[src/rtl/wfg_dds_gen.sv]
// DDS waveform generator: phase accumulator, live phase offset, eight waveform
// shapes (incl. per-period LFSR noise), amplitude scaling and a period-sync pulse.
module wfg_dds_gen #(
   parameter int              ACC_W     = 16,
   parameter int              OUT_W     = 8,
   parameter int              OFF_W     = 8,
   parameter logic [OUT_W-1:0] LFSR_SEED = 'h1
) (
   input  logic             clk,
   input  logic             rst,
   input  logic             en,
   input  logic             ld,
   input  logic             clr,
   input  logic [ACC_W-1:0] tw,
   input  logic [OFF_W-1:0] phase_off,
   input  logic [2:0]       func,
   input  logic [OUT_W:0]   amp,
   output logic [OUT_W-1:0] out,
   output logic             wrap
);

   localparam int N = 1 << OUT_W;
   localparam int MID_I = 1 << (OUT_W - 1);
   localparam logic [OUT_W-1:0] MAX = {OUT_W{1'b1}};
   localparam logic [OUT_W-1:0] MID = OUT_W'(MID_I);
   localparam logic [OUT_W:0] UNITY = (OUT_W + 1)'(N);

   function automatic logic [31:0] lfsr_taps(input int w);
      case (w)
         2:       return 32'h3;
         3:       return 32'h6;
         4:       return 32'hC;
         5:       return 32'h14;
         6:       return 32'h30;
         7:       return 32'h60;
         8:       return 32'hB8;
         9:       return 32'h110;
         10:      return 32'h240;
         11:      return 32'h500;
         12:      return 32'h829;
         13:      return 32'h100D;
         14:      return 32'h2015;
         15:      return 32'h6000;
         17:      return 32'h12000;
         18:      return 32'h20400;
         24:      return 32'hE10000;
         32:      return 32'h80200003;
         default: return 32'hD008;
      endcase
   endfunction

   localparam logic [OUT_W-1:0] TAPS = OUT_W'(lfsr_taps(OUT_W));

   // Elaboration-time sine via range-reduced Taylor series, rounded half away from zero
   function automatic logic [OUT_W-1:0] sine_at(input int i);
      real x, term, s, v;
      int  r;
      x = 2.0 * 3.141592653589793 * real'(i) / real'(N);
      if (x > 3.141592653589793) x = x - 2.0 * 3.141592653589793;
      s    = x;
      term = x;
      for (int k = 1; k < 14; k++) begin
         term = -term * x * x / real'((2 * k) * (2 * k + 1));
         s    = s + term;
      end
      v = real'(MID_I - 1) * s;
      r = (v >= 0.0) ? $rtoi(v + 0.5) : -$rtoi(0.5 - v);
      return OUT_W'(MID_I + r);
   endfunction

   logic [OUT_W-1:0] rom [N];
   for (genvar gi = 0; gi < N; gi++) begin : g_rom
      assign rom[gi] = sine_at(gi);
   end

   logic [ACC_W-1:0] acc_q, tw_q;
   logic [OFF_W-1:0] off_q;
   logic [2:0]       func_q;
   logic [OUT_W:0]   amp_q, amp_d;
   logic [OUT_W-1:0] lfsr_q;
   logic             wrap_p0_q, wrap_p1_q, wrap_p2_q, wrap_q;
   logic [OUT_W-1:0] ph_p1_q, ph_d, w_p2_q, w_d, out_q, out_d;
   logic [ACC_W:0]   sum_d;
   logic [ACC_W-1:0] phase_d;
   logic [OUT_W-1:0] tri_v, sine_s, dev_v, rect_v;
   logic [OUT_W:0]   dev2_v;
   logic [2*OUT_W:0] prod_d;

   assign amp_d   = (amp > UNITY) ? UNITY : amp;
   assign sum_d   = {1'b0, acc_q} + {1'b0, tw_q};
   assign phase_d = acc_q + (ACC_W'(off_q) << (ACC_W - OFF_W));
   assign ph_d    = OUT_W'(phase_d >> (ACC_W - OUT_W));

   assign tri_v  = {ph_p1_q[OUT_W-2:0], 1'b0};
   assign sine_s = rom[ph_p1_q];
   assign dev_v  = (sine_s >= MID) ? (sine_s - MID) : (MID - sine_s);
   assign dev2_v = {dev_v, 1'b0};
   assign rect_v = (dev2_v > {1'b0, MAX}) ? MAX : OUT_W'(dev2_v);

   always_comb begin
      w_d = '0;
      case (func_q)
         3'd0:    w_d = ph_p1_q[OUT_W-1] ? MAX : '0;
         3'd1:    w_d = ph_p1_q;
         3'd2:    w_d = MAX - ph_p1_q;
         3'd3:    w_d = ph_p1_q[OUT_W-1] ? (MAX - tri_v) : tri_v;
         3'd4:    w_d = sine_s;
         3'd5:    w_d = rect_v;
         3'd6:    w_d = (sine_s >= MID) ? rect_v : '0;
         default: w_d = lfsr_q;
      endcase
   end

   assign prod_d = (2*OUT_W+1)'(w_p2_q) * (2*OUT_W+1)'(amp_q);
   assign out_d  = OUT_W'(prod_d >> OUT_W);

   always_ff @(posedge clk) begin
      if (rst) begin
         acc_q     <= '0;
         tw_q      <= '0;
         off_q     <= '0;
         func_q    <= '0;
         amp_q     <= UNITY;
         lfsr_q    <= LFSR_SEED;
         wrap_p0_q <= 1'b0;
         ph_p1_q   <= '0;
         wrap_p1_q <= 1'b0;
         w_p2_q    <= '0;
         wrap_p2_q <= 1'b0;
         out_q     <= '0;
         wrap_q    <= 1'b0;
      end else begin
         if (ld) begin
            tw_q   <= tw;
            off_q  <= phase_off;
            func_q <= func;
            amp_q  <= amp_d;
         end
         // stage 0: accumulator
         if (clr) begin
            acc_q     <= '0;
            wrap_p0_q <= 1'b0;
         end else if (en) begin
            acc_q     <= sum_d[ACC_W-1:0];
            wrap_p0_q <= sum_d[ACC_W];
         end else begin
            wrap_p0_q <= 1'b0;
         end
         if (wrap_p0_q) lfsr_q <= {lfsr_q[OUT_W-2:0], ^(lfsr_q & TAPS)};
         // stage 1: offset phase
         ph_p1_q   <= ph_d;
         wrap_p1_q <= wrap_p0_q;
         // stage 2: waveform
         w_p2_q    <= w_d;
         wrap_p2_q <= wrap_p1_q;
         // stage 3: amplitude
         out_q     <= out_d;
         wrap_q    <= wrap_p2_q;
      end
   end

   assign out  = out_q;
   assign wrap = wrap_q;

endmodule

[config.mk]
export PLATFORM = sky130hd
export DESIGN_NAME = wfg_dds_gen
export DESIGN_NICKNAME = d
export VERILOG_FILES = /design/src/rtl/wfg_dds_gen.sv
export SDC_FILE = /design/constraint.sdc
export NUM_CORES = 1
export LEC_CHECK = 0
export BUFFER_PORTS_ARGS = -buffer_cell sky130_fd_sc_hd__buf_2
export CAP_MARGIN = 20
export CELL_PAD_IN_SITES_DETAIL_PLACEMENT = 0
export CELL_PAD_IN_SITES_GLOBAL_PLACEMENT = 1
export CORE_MARGIN = 4
export CORE_UTILIZATION = 34
export DETAILED_ROUTE_END_ITERATION = 8
export GPL_ROUTABILITY_DRIVEN = 1
export GPL_TIMING_DRIVEN = 0
export PLACE_DENSITY = 0.74
export SLEW_MARGIN = 20
export SYNTH_ARGS = -nofsm -noshare
export SYNTH_HDL_FRONTEND = slang
export SYNTH_SLANG_ARGS = --single-unit
export TNS_END_PERCENT = 30
[constraint.sdc]
create_clock -name clk -period 8.42 [get_ports clk]
set_clock_uncertainty 0.05 [all_clocks]
set_input_delay 0.421 -clock clk [delete_from_list [all_inputs] [get_ports clk]]
set_output_delay 0.421 -clock clk [all_outputs]
set_load 0.02 [all_outputs]
==> out/qor.log <==
[power_and_ir_drop] power density over cell area 127 nW/um^2
[placement] # placed instances 1415
[synth] synth warn 0
[final_layout] antenna cells 0
[synth] synthesized cell area 8580 um^2
[final_layout] P&R area growth vs syn 11.3%
[sta] total negative setup slack 0 ns
[clock_network] H-tree Lvls 3
[synth] synthesized netlist cell count 1045
[clock_network] post-cts resize count 0
[clock_network] post-CTS setup-driven buffer insertion count 0
[power_and_ir_drop] power share of the combinational group 25.7%
[power_and_ir_drop] leak pwr 4.15 nW
[floorplan] initial cell density of the core 34.9%
[floorplan] io pins 50
[power_and_ir_drop] Sw Pwr 0.391 mW
[grt] total routing usage reported by global routing 19.0%
[synth] post-synth top area share 20.5%
[route] mean number of vias per cell 5.56
[final_layout] NumNets Final 1252
[power_and_ir_drop] share of total power in sequential cells 37.9%
[route] Routed Antenna Nets 0
[synth] most frequently used flop master after synthesis sky130_fd_sc_hd__dfxtp_1
[grt] total gr overflow 0
[sta] final setup violating endpoints 0
[clock_network] root cell of the clock tree sky130_fd_sc_hd__clkbuf_16
[sta] final period demand of the worst path 5.56 ns
[route] Total Routed Length 26.6 mm
[critical_path] family of cells with the greatest summed delay on the critical path buffers and inverters
[sta] worst relative slew slack 40.2%
[synth] number of synthesized flops with an enable pin 0
[placement] Placement Setup Slack 3.03 ns
[critical_path] cell type of the slowest stage on the worst timing path sky130_fd_sc_hd__dfxtp_1
[clock_network] number of clock sinks seen by CTS 88
[critical_path] data required time of the worst path 8.56 ns
[clock_network] TritonCTS clock tree done
[route] first drt pass iteration count 6
[route] count of vias placed by the detailed router 7952
[grt] first-pass GRT wire length 43.3 mm
[critical_path] worst endpoint data arrival time 5.70 ns
[clock_network] hold buffer count at cts 0
[critical_path] Crit Path Class register to register
[sta] fmax 180 MHz
[clock_network] maximum clock insertion buffer count 2
[clock_network] clock transition at the registers of the reported paths 0.07 ns
[critical_path] depth of the critical timing path with buffers and inverters included 17
[power_and_ir_drop] switching part of the total 32.2%
[floorplan] die height 167 um
[power_and_ir_drop] clock power share 36.4%
[critical_path] Reg2Reg Capture Point w_p2_q[5]$_SDFF_PP0_
[route] final routed wire length divided by cell count 18.6 um
[synth] top area cells in the synthesized netlist sky130_fd_sc_hd__dfxtp_1 (21%), sky130_fd_sc_hd__fa_1 (9.8%), sky130_fd_sc_hd__ha_1 (9.8%)
[power_and_ir_drop] post-route total power 1.22 mW
[synth] count of cell types in the netlist 81
[clock_network] clock buffer count from CTS 9
[clock_network] clock insertion delay at the later pin of the skew report 0.34 ns
[sta] smallest setup slack after layout 2.86 ns
[min_path] number of cells on the worst hold path 3
[sta] setup repair after global routing missed its margin no
[final_layout] non-filler instance count after layout 1431
[grt] vias in the first global route 7907
[final_layout] number of filler cells placed in the layout 2577
[placement] half-perimeter wire length after detailed placement 20.1 mm
[min_path] hold path startpoint tw[11]
[synth] cell type with the largest total area after synthesis sky130_fd_sc_hd__dfxtp_1
[synth] synthesized flop and latch total 88
[floorplan] horizontal extent of the die 167 um
[placement] GP Congestion 0.982
[sta] hold violation total from the final report 0
[outcome] status complete, no violations
[floorplan] core area 24600 um^2
[critical_path] sort of element at the end of the critical path register
[power_and_ir_drop] Int Pwr 0.825 mW
[final_layout] most common cell after layout, fill and taps aside sky130_fd_sc_hd__nor2_1
[final_layout] leading cell types in the layout, fill and taps excluded sky130_fd_sc_hd__nor2_1 (107), sky130_fd_sc_hd__dfxtp_1 (88), sky130_fd_sc_hd__inv_1 (85), sky130_fd_sc_hd__ha_1 (67), sky130_fd_sc_hd__buf_2 (64)
[sta] Worst Tran Pin Value 0.897 ns
[floorplan] standard-cell rows 57
[critical_path] number of cells traversed by the worst register-to-register path 17
[synth] post-synthesis net count 1195
[run] MaxCap Viol Count 0
[critical_path] Max Fanout on Critical Path 10
[route] remaining routing DRC violations 0
[critical_path] worst reg2reg startpoint ph_p1_q[1]$_SDFF_PP0_
[final_layout] fraction of the core area covered by cells at the end of the flow 38.8%
[critical_path] number of buffers and inverters on the critical path 6
[min_path] class of the worst hold path primary input to register
[grt] maximum number of pins on one net before global-route repair 16
[sta] post-route fraction of the period consumed by the critical path 66.0%
[floorplan] area of the die 27900 um^2
[power_and_ir_drop] worst vdd ir 0.000101 V
[critical_path] Critical Path, Cell by Cell clkbuf_1, clkbuf_1, inv_1, ha_1, clkbuf_1, nand2_1, a31oi_1, a2111oi_0, nor4_1, a21boi_1, inv_1, ha_1, inv_1, o31ai_1, xnor2_1, o21ai_0, a211oi_1
[placement] port bufs 46
[synth] async set-reset flop share out of synthesis 0%
[critical_path] flop2flop setup slack 2.86 ns
[min_path] Hold Crit Endpoint tw_q[11]$_SDFFE_PP0P_
[grt] number of antenna violations at the first check in global routing 0
[final_layout] layout cell share with drive strength beyond 1 10.6%
[sta] number of slew-limit violations in the final report 0
[synth] sequential cell area fraction in the yosys report 20.5%
[synth] Mapped Avg Cell Area 8.21 um^2
[critical_path] CP max stage delay 0.60 ns
[critical_path] critical path launch point type register
[route] number of DRC markers in iteration 0 727
[cell usage after synthesis (all sizes together) (6+ instances only)]
| library cell | number |
|---|---|
| a21oi | 53 |
| o21a | 6 |
| buf | 31 |
| nor3 | 27 |
| xnor2 | 27 |
| ha | 67 |
| nand3b | 8 |
| dfxtp | 88 |
| o21ai | 38 |
| nand3 | 22 |
| a211oi | 17 |
| nand2 | 59 |
| nor2b | 28 |
| and2 | 56 |
| a221oi | 10 |
| nor4 | 9 |
| a311oi | 6 |
| o21bai | 6 |
| nor2 | 107 |
| nand2b | 32 |
| and3 | 10 |
| fa | 42 |
| clkbuf | 32 |
| inv | 88 |
| o211ai | 6 |
| a31oi | 12 |
| xor2 | 10 |
| mux2i | 56 |
[flip-flops by register name, summed over array words and instances, names as in the netlist]
register	cells
acc_q	16
tw_q	16
amp_q	9
lfsr_q	8
off_q	8
out	8
ph_p1_q	8
w_p2_q	8
func_q	3
wrap	1
wrap_p0_q	1
wrap_p1_q	1
wrap_p2_q	1
[stage by stage]
stage,cell area [um^2],hold WS (ns)
floorplan,8580,0.364
global placement,9220,0.383
detailed placement,9220,0.397
CTS,9550,0.255
global route,9550,0.258
finish,9550,0.259
[final cells by class]
type | count | area [um^2] | share of cell area, %
Sequential cell | 88 | 1760 | 18.4
Tap cell | 324 | 405 | 4.24
Timing Repair Buffer | 46 | 230 | 2.41
Multi-Input combinational cell | 806 | 6200 | 64.9
Buffer | 63 | 293 | 3.07
Clock inverter | 6 | 92.6 | 0.969
Clock buffer | 10 | 239 | 2.50
Inverter | 88 | 330 | 3.46
[worst register-to-register path: stages, from the launching register on]
cell and delay [ns]:
sky130_fd_sc_hd__dfxtp_1 0.60, sky130_fd_sc_hd__clkbuf_1 0.43, sky130_fd_sc_hd__clkbuf_1 0.55, sky130_fd_sc_hd__inv_1 0.24, sky130_fd_sc_hd__ha_1 0.45, sky130_fd_sc_hd__clkbuf_1 0.39, sky130_fd_sc_hd__nand2_1 0.21, sky130_fd_sc_hd__a31oi_1 0.20
sky130_fd_sc_hd__a2111oi_0 0.12, sky130_fd_sc_hd__nor4_1 0.51, sky130_fd_sc_hd__a21boi_1 0.53, sky130_fd_sc_hd__inv_1 0.09, sky130_fd_sc_hd__ha_1 0.25, sky130_fd_sc_hd__inv_1 0.09, sky130_fd_sc_hd__o31ai_1 0.09, sky130_fd_sc_hd__xnor2_1 0.15
sky130_fd_sc_hd__o21ai_0 0.31, sky130_fd_sc_hd__a211oi_1 0.14
[cell families (layout without fill, tap and decap cells)]
family	Yosys count	in the layout	share of synthesized area, %
fa+ha+maj	110	110	19.7
mux	62	62	7.97
simple gates	379	379	22.8
xor+xnor	37	37	3.77
flops	88	88	20.5
buf+inv	151	213	7.26
compound gates	218	218	18.0
[worst max path at each step]
stage / slack (ns) / end / startpoint
finish: 2.86 / w_p2_q[5]$_SDFF_PP0_ / ph_p1_q[1]$_SDFF_PP0_
global route: 2.58 / w_p2_q[5]$_SDFF_PP0_ / ph_p1_q[1]$_SDFF_PP0_
CTS: 3.00 / w_p2_q[5]$_SDFF_PP0_ / ph_p1_q[1]$_SDFF_PP0_
detailed placement: 3.03 / w_p2_q[5]$_SDFF_PP0_ / ph_p1_q[1]$_SDFF_PP0_
global placement: 2.84 / w_p2_q[5]$_SDFF_PP0_ / ph_p1_q[1]$_SDFF_PP0_
floorplan: 4.07 / out[5]$_SDFF_PP0_ / w_p2_q[7]$_SDFF_PP0_
[metal layers]
metal,GRT usage [%],part of all wire [%]
met1,26.4,45
met3,2.70,7.0
met2,29.5,44
met4,8.32,4.1
met5,0,0
[power groups by stage]
| stage | logic [mW] | registers [mW] | clock network [mW] |
|---|---|---|---|
| 5_1_grt | 0.344 | 0.463 | 0.471 |
| 3_5_place_dp | 0.306 | 0.469 | 0 |
| 2_1_floorplan | 0.219 | 0.462 | 0 |
| 4_1_cts | 0.309 | 0.460 | 0.452 |
| 3_3_place_gp | 0.310 | 0.469 | 0 |
| 6_report | 0.313 | 0.460 | 0.443 |
(Power assumes the default switching activity.)
